### config.mk
export PLATFORM = sky130hd
export DESIGN_NAME = zero_inserter_v_2_fp16
export DESIGN_NICKNAME = d
export VERILOG_FILES = /design/src/rtl/dfdd_pkg.sv /design/src/rtl/zero_inserter_v_2_fp16.sv
export SDC_FILE = /design/constraint.sdc
export NUM_CORES = 1
export LEC_CHECK = 0
export BUFFER_PORTS_ARGS = -buffer_cell sky130_fd_sc_hd__buf_4
export CORE_MARGIN = 3
export CORE_UTILIZATION = 31
export CTS_BUF_LIST = sky130_fd_sc_hd__clkbuf_8
export CTS_CLUSTER_DIAMETER = 60
export DETAILED_ROUTE_END_ITERATION = 8
export SYNTH_ARGS = -nofsm -noshare
export SYNTH_HDL_FRONTEND = slang
export SYNTH_SLANG_ARGS = --single-unit
### constraint.sdc
create_clock -name clk_i -period 2.3 [get_ports clk_i]
set_input_delay 0.115 -clock clk_i [delete_from_list [all_inputs] [get_ports clk_i]]
set_output_delay 0.115 -clock clk_i [all_outputs]
set_load 0.02 [all_outputs]
### src/rtl/dfdd_pkg.sv
// Shared constants and types for the fp16 upsampler datapath.
package dfdd_pkg;

  localparam int unsigned EXP_WIDTH  = 5;
  localparam int unsigned FRAC_WIDTH = 10;
  localparam int unsigned FP16_WIDTH = 1 + EXP_WIDTH + FRAC_WIDTH;

  localparam logic [FP16_WIDTH-1:0] FP_ZERO = '0;

  typedef enum logic {
    PASS,
    ZERO
  } zi_state_t;

endpackage

### src/rtl/zero_inserter_v_2_fp16.sv
// Vertical 2x zero inserter: input row N -> output row 2N, then an all-zero row 2N+1.
// Upstream is stalled through ready_o while the zero row is produced.
module zero_inserter_v_2_fp16 #(
  parameter int unsigned EXP_WIDTH    = dfdd_pkg::EXP_WIDTH,
  parameter int unsigned FRAC_WIDTH   = dfdd_pkg::FRAC_WIDTH,
  parameter int unsigned IMG_WIDTH    = 640,
  localparam int unsigned FP_WIDTH_REG = 1 + EXP_WIDTH + FRAC_WIDTH
) (
  input  logic                    clk_i,
  input  logic                    rst_i,
  input  logic [FP_WIDTH_REG-1:0] data_i,
  input  logic [15:0]             col_i,
  input  logic [15:0]             row_i,
  input  logic                    valid_i,
  output logic                    ready_o,
  output logic [FP_WIDTH_REG-1:0] data_o,
  output logic [15:0]             col_o,
  output logic [15:0]             row_o,
  output logic                    valid_o
);

  import dfdd_pkg::*;

  localparam logic [15:0] LAST_COL = 16'(IMG_WIDTH - 1);

  zi_state_t               state_q;
  logic [15:0]             zcnt_q;
  logic [15:0]             srow_q;
  logic [FP_WIDTH_REG-1:0] data_q;
  logic [15:0]             col_q;
  logic [15:0]             row_q;
  logic                    valid_q;

  assign ready_o = (state_q == PASS);
  assign data_o  = data_q;
  assign col_o   = col_q;
  assign row_o   = row_q;
  assign valid_o = valid_q;

  always_ff @(posedge clk_i or posedge rst_i) begin
    if (rst_i) begin
      state_q <= PASS;
      zcnt_q  <= '0;
      srow_q  <= '0;
      data_q  <= '0;
      col_q   <= '0;
      row_q   <= '0;
      valid_q <= 1'b0;
    end else begin
      case (state_q)
        PASS: begin
          if (valid_i) begin
            data_q  <= data_i;
            col_q   <= col_i;
            // Row doubling deliberately truncates to 16 bits (row_i >= 32768 wraps).
            row_q   <= {row_i[14:0], 1'b0};
            valid_q <= 1'b1;
            if (col_i == LAST_COL) begin
              srow_q  <= row_i;
              zcnt_q  <= '0;
              state_q <= ZERO;
            end
          end else begin
            valid_q <= 1'b0;
          end
        end
        ZERO: begin
          data_q  <= FP_WIDTH_REG'(FP_ZERO);
          col_q   <= zcnt_q;
          row_q   <= {srow_q[14:0], 1'b1};
          valid_q <= 1'b1;
          zcnt_q  <= zcnt_q + 16'd1;
          if (zcnt_q == LAST_COL) begin
            state_q <= PASS;
          end
        end
        default: begin
          state_q <= PASS;
        end
      endcase
    end
  end

endmodule

==> results.md, run 1 <==
* Leakage at 2.48 nW
* Vias/cell at 4.77
* Power Density at 536 nW/um^2
* H-tree levels at 3
* Post-DP HPWL at 5950 um
* Fmax at 555 MHz
* Slew Viols, Final at 0
* Initial DRC count at 157
* Final GP Congestion at 0.818
* Commonest non-fill, non-tap cells in the layout: 105 x buf_4, 80 x dfrtp_1, 49 x mux2i_1
* Gr ovfl total at 0
* WL final at 8600 um
* WP data arrival at 1.69 ns
* Post-synthesis cell count at 316
* Final Hold Fails at 0
* Ports at 101
* Setup TNS Final at 0 ns
* Die area at 13000 um^2
* CTS tree: done
* First-pass GRT wire length at 14200 um
* Post-Syn Nets at 368
* Maximum vdd drop at 0.000235 V
* Worst-margin pin slew at 0.813 ns
* NumNets Final at 491
* Outcome: complete, no violations
* Core Area at 11100 um^2
* Drt drc at 0
* Unique masters post-synth at 43
* Fin area at 4950 um^2
* Antenna-violating nets left at 0
* Setup violators final at 0
* CP Data Required Time at 2.18 ns
* Most common cell after layout, fill and taps aside: buf_4
* Die width at 114 um
* Crit Path Class: reg2out
* First drt pass iteration count at 4
* Share of post-route cells with drive strength above 1 at 0.330
* Vias in the first global route at 2876
* Final Skew at 0.00880 ns
* Clock Pin Slew Worst Setup and Hold Paths at 0.08 ns
* Layout area overhead at 36.7%
* Unrepaired setup endpoints after global routing: false
* RR Startpoint: zcnt_q[3]
* R2r endpoint: zcnt_q[14]
* Min-Delay Startpoint: data_i[7]
* Critical Path Sink Type: primary output
* Sequential share of the synthesized area at 0.560
* Crit path max fanout at 52
* Mapped Area at 3620 um^2
* Flop-to-flop setup slack at 0.63 ns
* Sink Count at 81
* Seq cells post-synth at 81
* End of the worst hold path: data_o[7]
* Antenna violations before repair at 0
* # diodes at 0
* Slew margin rel. at 0.458
* IO Port Bufs at 99
* Cell depth of the worst flop-to-flop path at 4
* Startpoint types: flip-flop
* Met2 usage at 0.212
* Final Critical Period at 1.80 ns
* Gr usage total at 0.137
* Largest net degree at the start of global routing at 53
* Die height at 114 um
* Row count at 38
* Initial Util at 0.326
* Largest cells by area after synthesis: dfrtp_1 56%, mux2i_1 14%, o21ai_0 5.5%, nand2_1 4.1%, mux2_4 2.9%
* Drt wl/cell at 14.8 um
* Tot Pwr at 0.00265 W
* Root Buffer: clkbuf_8
* Worst hold stages at 3
* Synth area leader: dfrtp_1
* Total CTS buffers at 9
* Syn avg cell area at 11.5 um^2
* Placed instance area at 4540 um^2
* # Max-Cap Violations at 0
* Fill cells at 1035
* Most Used Layer, Global Route: met2
* Share of the synthesized area in the top cell type at 0.560
* Clock latency on the worst-skew pair at 0.34 ns
* GR Layer Usage met3 at 0.0370
* Global-route met1 utilization at 0.184
* Deepest clock path buffer count at 2
* Synth warnings at 0
* DR vias at 2781
* Tcrit/Tclk final at 0.784
* Hold Path Class: in2reg
-- per-layer routing --
layer	part of all wire	up-vias	routed length, um
met5	0	-	0
met4	0.011	0	97
met3	0.053	8	459
met2	0.47	67	4020
met1	0.47	1348	4030
li1	-	1358	-
-- stage by stage --
step	setup slack [ns]	util	hold slack, ns	instances
floorplan	0.105	-	0.263	316
global placement	0.489	0.408	0.240	546
detailed placement	0.408	0.408	0.243	546
CTS	0.451	0.444	0.00118	582
global route	0.330	0.445	0.0122	583
finish	0.498	0.445	0.0168	583
-- sequential cells by signal (all words and copies together), names as in the netlist --
signal   cells
valid_o      1
row_o       16
zcnt_q      16
state_q      1
col_o       16
data_o      16
srow_q      15
-- synthesized netlist by cell type (all sizes together) --
library cell and count:
nand3 2, nor3b 2, o21ai 40, xor2 2, nand2 40, o22ai 3, nor4 2, or3 2
dfrtp 81, ha 1, o41ai 1, nand4b 1, and4b 1, mux2i 49, nor3 3, and3 1
inv 4, buf 9, a31oi 1, o32ai 1, o21bai 1, a22o 1, o31ai 3, nand2b 1
a21oi 1, xnor2 1, mux2 15, clkbuf 8, and4 1, nand4 8, o21a 1, nand3b 1
nor4b 1, or2 3, and2b 1, a21o 1, nor2 22
-- critical path, stage by stage (launching register included) --
cell	delay, ns
dfrtp_2	0.44
buf_4	0.46
inv_1	0.22
buf_4	0.22
-- how the worst max path moves through the flow --
stage | startpoint | endpoint | slack (ns) | cells after the start
6_report | state_q | ready_o | 0.50 | 3
3_5_place_dp | col_i[11] | srow_q[10] | 0.41 | 6
4_1_cts | state_q | ready_o | 0.45 | 3
2_1_floorplan | rst_i | col_o[0] | 0.10 | 1
3_3_place_gp | col_i[11] | srow_q[14] | 0.49 | 6
5_1_grt | state_q | ready_o | 0.33 | 3
-- area by class of cell --
class / count / area, um^2 / share of cell area
well taps: 140 / 175 / 0.0354
repair buffers: 129 / 1050 / 0.212
inverters: 4 / 16.3 / 0.00329
flip-flops and latches: 81 / 2030 / 0.410
multi-input cells: 214 / 1490 / 0.300
clock inverters: 4 / 43.8 / 0.00885
clock buffers: 11 / 151 / 0.0306
-- power by group --
part	total [W]	internal, W	switching (W)
clock network	0.00103	0.000548	0.000479
registers	0.00142	0.00142	0.0000000898
logic	0.000205	0.000117	0.0000875
total	0.00265	0.00209	0.000566
-- what timing repair did --
item / in CTS / in global routing
gates resized for setup: 0 / 0
buffers inserted: 0 / 0
hold buffers: 21 / 1
hold endpoints to repair: 56 / 1
endpoints found under the setup margin: 0 / 0
-- kinds of logic (layout without fill, tap and decap cells) --
logic type / Yosys count / count (layout) / share of synthesized area
compound gates: 54 / 54 / 0.0832
xor+xnor: 3 / 3 / 0.00726
fa+ha+maj: 1 / 1 / 0.00345
buf+inv: 21 / 148 / 0.0297
flops: 81 / 81 / 0.560
mux: 64 / 64 / 0.189
simple gates: 92 / 92 / 0.127
No activity file was read; power rests on OpenSTA's default activity.
==> run 2, diff against run 1 <==
==> constraint.sdc (replaced) <==
create_clock -name clk_i -period 1.4 [get_ports clk_i]
set_input_delay 0.07 -clock clk_i [delete_from_list [all_inputs] [get_ports clk_i]]
set_output_delay 0.07 -clock clk_i [all_outputs]
set_load 0.02 [all_outputs]
==> run 2 against run 1 <==
Compared with the run above:
- the flow now finishes with violations (setup timing)
- non-clock buffer count up 33
- clock skew decreased by 0.0014 ns
- die area is the same
- worst hold slack got worse by 0.0049 ns
- final cell count increased by 5.8%
- combinational power rose by 83%
- design area increased by 8.8%
- register-to-register slack got worse by 0.66 ns
- critical path type is now reg2reg
- critical endpoint is now zcnt_q[12]
==> results.md, run 2 (synthesis gave the netlist of run 1 again) <==
* Crit Path Class: reg2reg
* Largest net degree at the start of global routing at 82 (+55%)
* Vias/cell at 4.73 (-0.82%)
* R2r endpoint: zcnt_q[12]
* DR vias at 2919 (+5.0%)
* Clock latency on the worst-skew pair at 0.34 ns (about the same)
* Critical Path Sink Type: flip-flop
* First-pass GRT wire length at 15100 um (+6.4%)
* Antenna violations before repair at 0 (unchanged)
* Row count at 38 (unchanged)
* Slew Viols, Final at 0 (unchanged)
* WL final at 9550 um (+11%)
* Flop-to-flop setup slack at -0.03 ns (-0.66 ns)
* Final GP Congestion at 0.834 (+2.0%)
* Final core utilization at 0.484 (+0.0390)
* Die area at 13000 um^2 (unchanged)
* Drt wl/cell at 15.5 um (+4.9%)
* Most common cell after layout, fill and taps aside: buf_4
* Fmax at 701 MHz
* RR Startpoint: zcnt_q[6]
* Worst-margin pin slew at 0.428 ns (-0.385 ns)
* Sink Count at 81 (unchanged)
* Crit path max fanout at 6 (-88%)
* Fraction of power consumed by sequential logic at 0.523 (-0.013)
* Final Hold Fails at 0 (unchanged)
* Ports at 101 (unchanged)
* CTS tree: done
* End of the worst hold path: data_o[10]
* Hold Path Class: in2reg
* Internal power at 0.00347 W (+66%)
* Tcrit/Tclk final at 1.02
* Core Area at 11100 um^2 (unchanged)
* Antenna-violating nets left at 0 (unchanged)
* Fill cells at 1042 (+0.68%)
* Switch share at 0.223 (+0.0101)
* Post-DP HPWL at 6400 um (+7.5%)
* Slew margin rel. at 0.715 (+0.257)
* # diodes at 0 (unchanged)
* WP data arrival at 1.70 ns (about the same)
* Leakage at 2.68 nW (+7.9%)
* Maximum vdd drop at 0.000346 V (+47%)
* Outcome: finished, violations left
* Tot Pwr at 0.00447 W (+68%)
* P_sw at 0.000999 W (+76%)
* Share of post-route cells with drive strength above 1 at 0.382 (+0.0520)
* H-tree levels at 3 (unchanged)
* NumNets Final at 524 (+6.7%)
* Setup TNS Final at -0.0882 ns (-0.0882 ns)
* Unrepaired setup endpoints after global routing: true
* Die width at 114 um (unchanged)
* Cell depth of the worst flop-to-flop path at 4 (unchanged)
* Comb pwr share at 0.084 (+0.007)
* Initial DRC count at 176 (+12%)
* Deepest clock path buffer count at 2 (unchanged)
* IO Port Bufs at 99 (unchanged)
* Fin area at 5390 um^2 (+8.8%)
* Gr ovfl total at 0 (unchanged)
* # Max-Cap Violations at 0 (unchanged)
* Final Skew at 0.00741 ns (-0.00138 ns)
* Min-Delay Startpoint: data_i[10]
* Gr usage total at 0.147 (+0.0101)
* Area of the multi-input gates at 1600 um^2 (+7.3%)
* Seq. cell area at 2030 um^2 (unchanged)
* Fin worst setup slack at -0.0265 ns (-0.524 ns)
* Root Buffer: clkbuf_8
* Final Critical Period at 1.43 ns
* Total CTS buffers at 9 (unchanged)
* Initial Util at 0.326 (unchanged)
* First drt pass iteration count at 4 (unchanged)
* Layout area overhead at 48.7%
* Clock Pin Slew Worst Setup and Hold Paths at 0.08 ns (about the same)
* Failing checks: setup timing
* Drt drc at 0 (unchanged)
* Commonest non-fill, non-tap cells in the layout: 125 x buf_4, 80 x dfrtp_1, 49 x mux2i_1
* Die height at 114 um (unchanged)
* Worst hold slack at 0.0119 ns (-0.00491 ns)
* Setup violators final at 7 (+7)
* Power Density at 830 nW/um^2 (+55%)
* CP Data Required Time at 1.67 ns (-0.51 ns)
* Placed instance area at 4720 um^2 (+4.0%)
* Worst hold stages at 3 (unchanged)
* Vias in the first global route at 2968 (+3.2%)
* Part of the power in the clock network at 0.393 (+0.006)
* Startpoint types: flip-flop
run 2: worst max path at each step:
stage | start | to | depth (start not counted)
CTS | zcnt_q[1] | zcnt_q[14] | 5
floorplan | col_i[15] | srow_q[0] | 5
detailed placement | col_i[11] | srow_q[14] | 6
finish | zcnt_q[6] | zcnt_q[12] | 4
global placement | col_i[15] | srow_q[8] | 6
global route | zcnt_q[5] | zcnt_q[12] | 4
run 2: final cells by class:
| class | instances | share of cell area |
|---|---|---|
| Tap cell | 140 | 0.0325 |
| Timing Repair Buffer | 162 | 0.253 |
| Inverter | 4 | 0.00349 |
| Sequential cell | 81 | 0.377 |
| Multi-Input combinational cell | 214 | 0.296 |
| Clock buffer | 11 | 0.0281 |
| Clock inverter | 5 | 0.0102 |
run 2: worst max-delay path: stages (launching register included):
cell and delay [ns]:
dfrtp_1 0.35, nand4_1 0.25, or2_4 0.37, or3_4 0.33, o21ai_2 0.06
run 2: through the flow:
step	worst slack, ns	instances
5_1_grt	-0.128	617
3_5_place_dp	-0.0975	564
4_1_cts	-0.0125	612
6_report	-0.0265	617
2_1_floorplan	-0.0751	316
3_3_place_gp	-0.0654	564
run 2: what timing repair did:
action,in CTS,in global routing
hold endpoints to repair,111,0
pin swaps,4,6
buffers inserted,1,3
gates resized for setup,2,21
gates cloned,0,2
setup endpoints to repair,14,16
hold buffers,31,0
run 2: power by group through the flow:
stage	logic [W]	registers, W	clock network, W
2_1_floorplan	0.000143	0.00238	0
3_3_place_gp	0.000309	0.00238	0
3_5_place_dp	0.000313	0.00238	0
4_1_cts	0.000382	0.00234	0.00181
5_1_grt	0.000412	0.00234	0.00192
6_report	0.000376	0.00234	0.00176
run 2: routing by layer:
metal / global-route usage / wire (um)
met5: 0 / 0
met4: 0.0578 / 167
met3: 0.0264 / 328
met2: 0.242 / 4730
met1: 0.192 / 4320
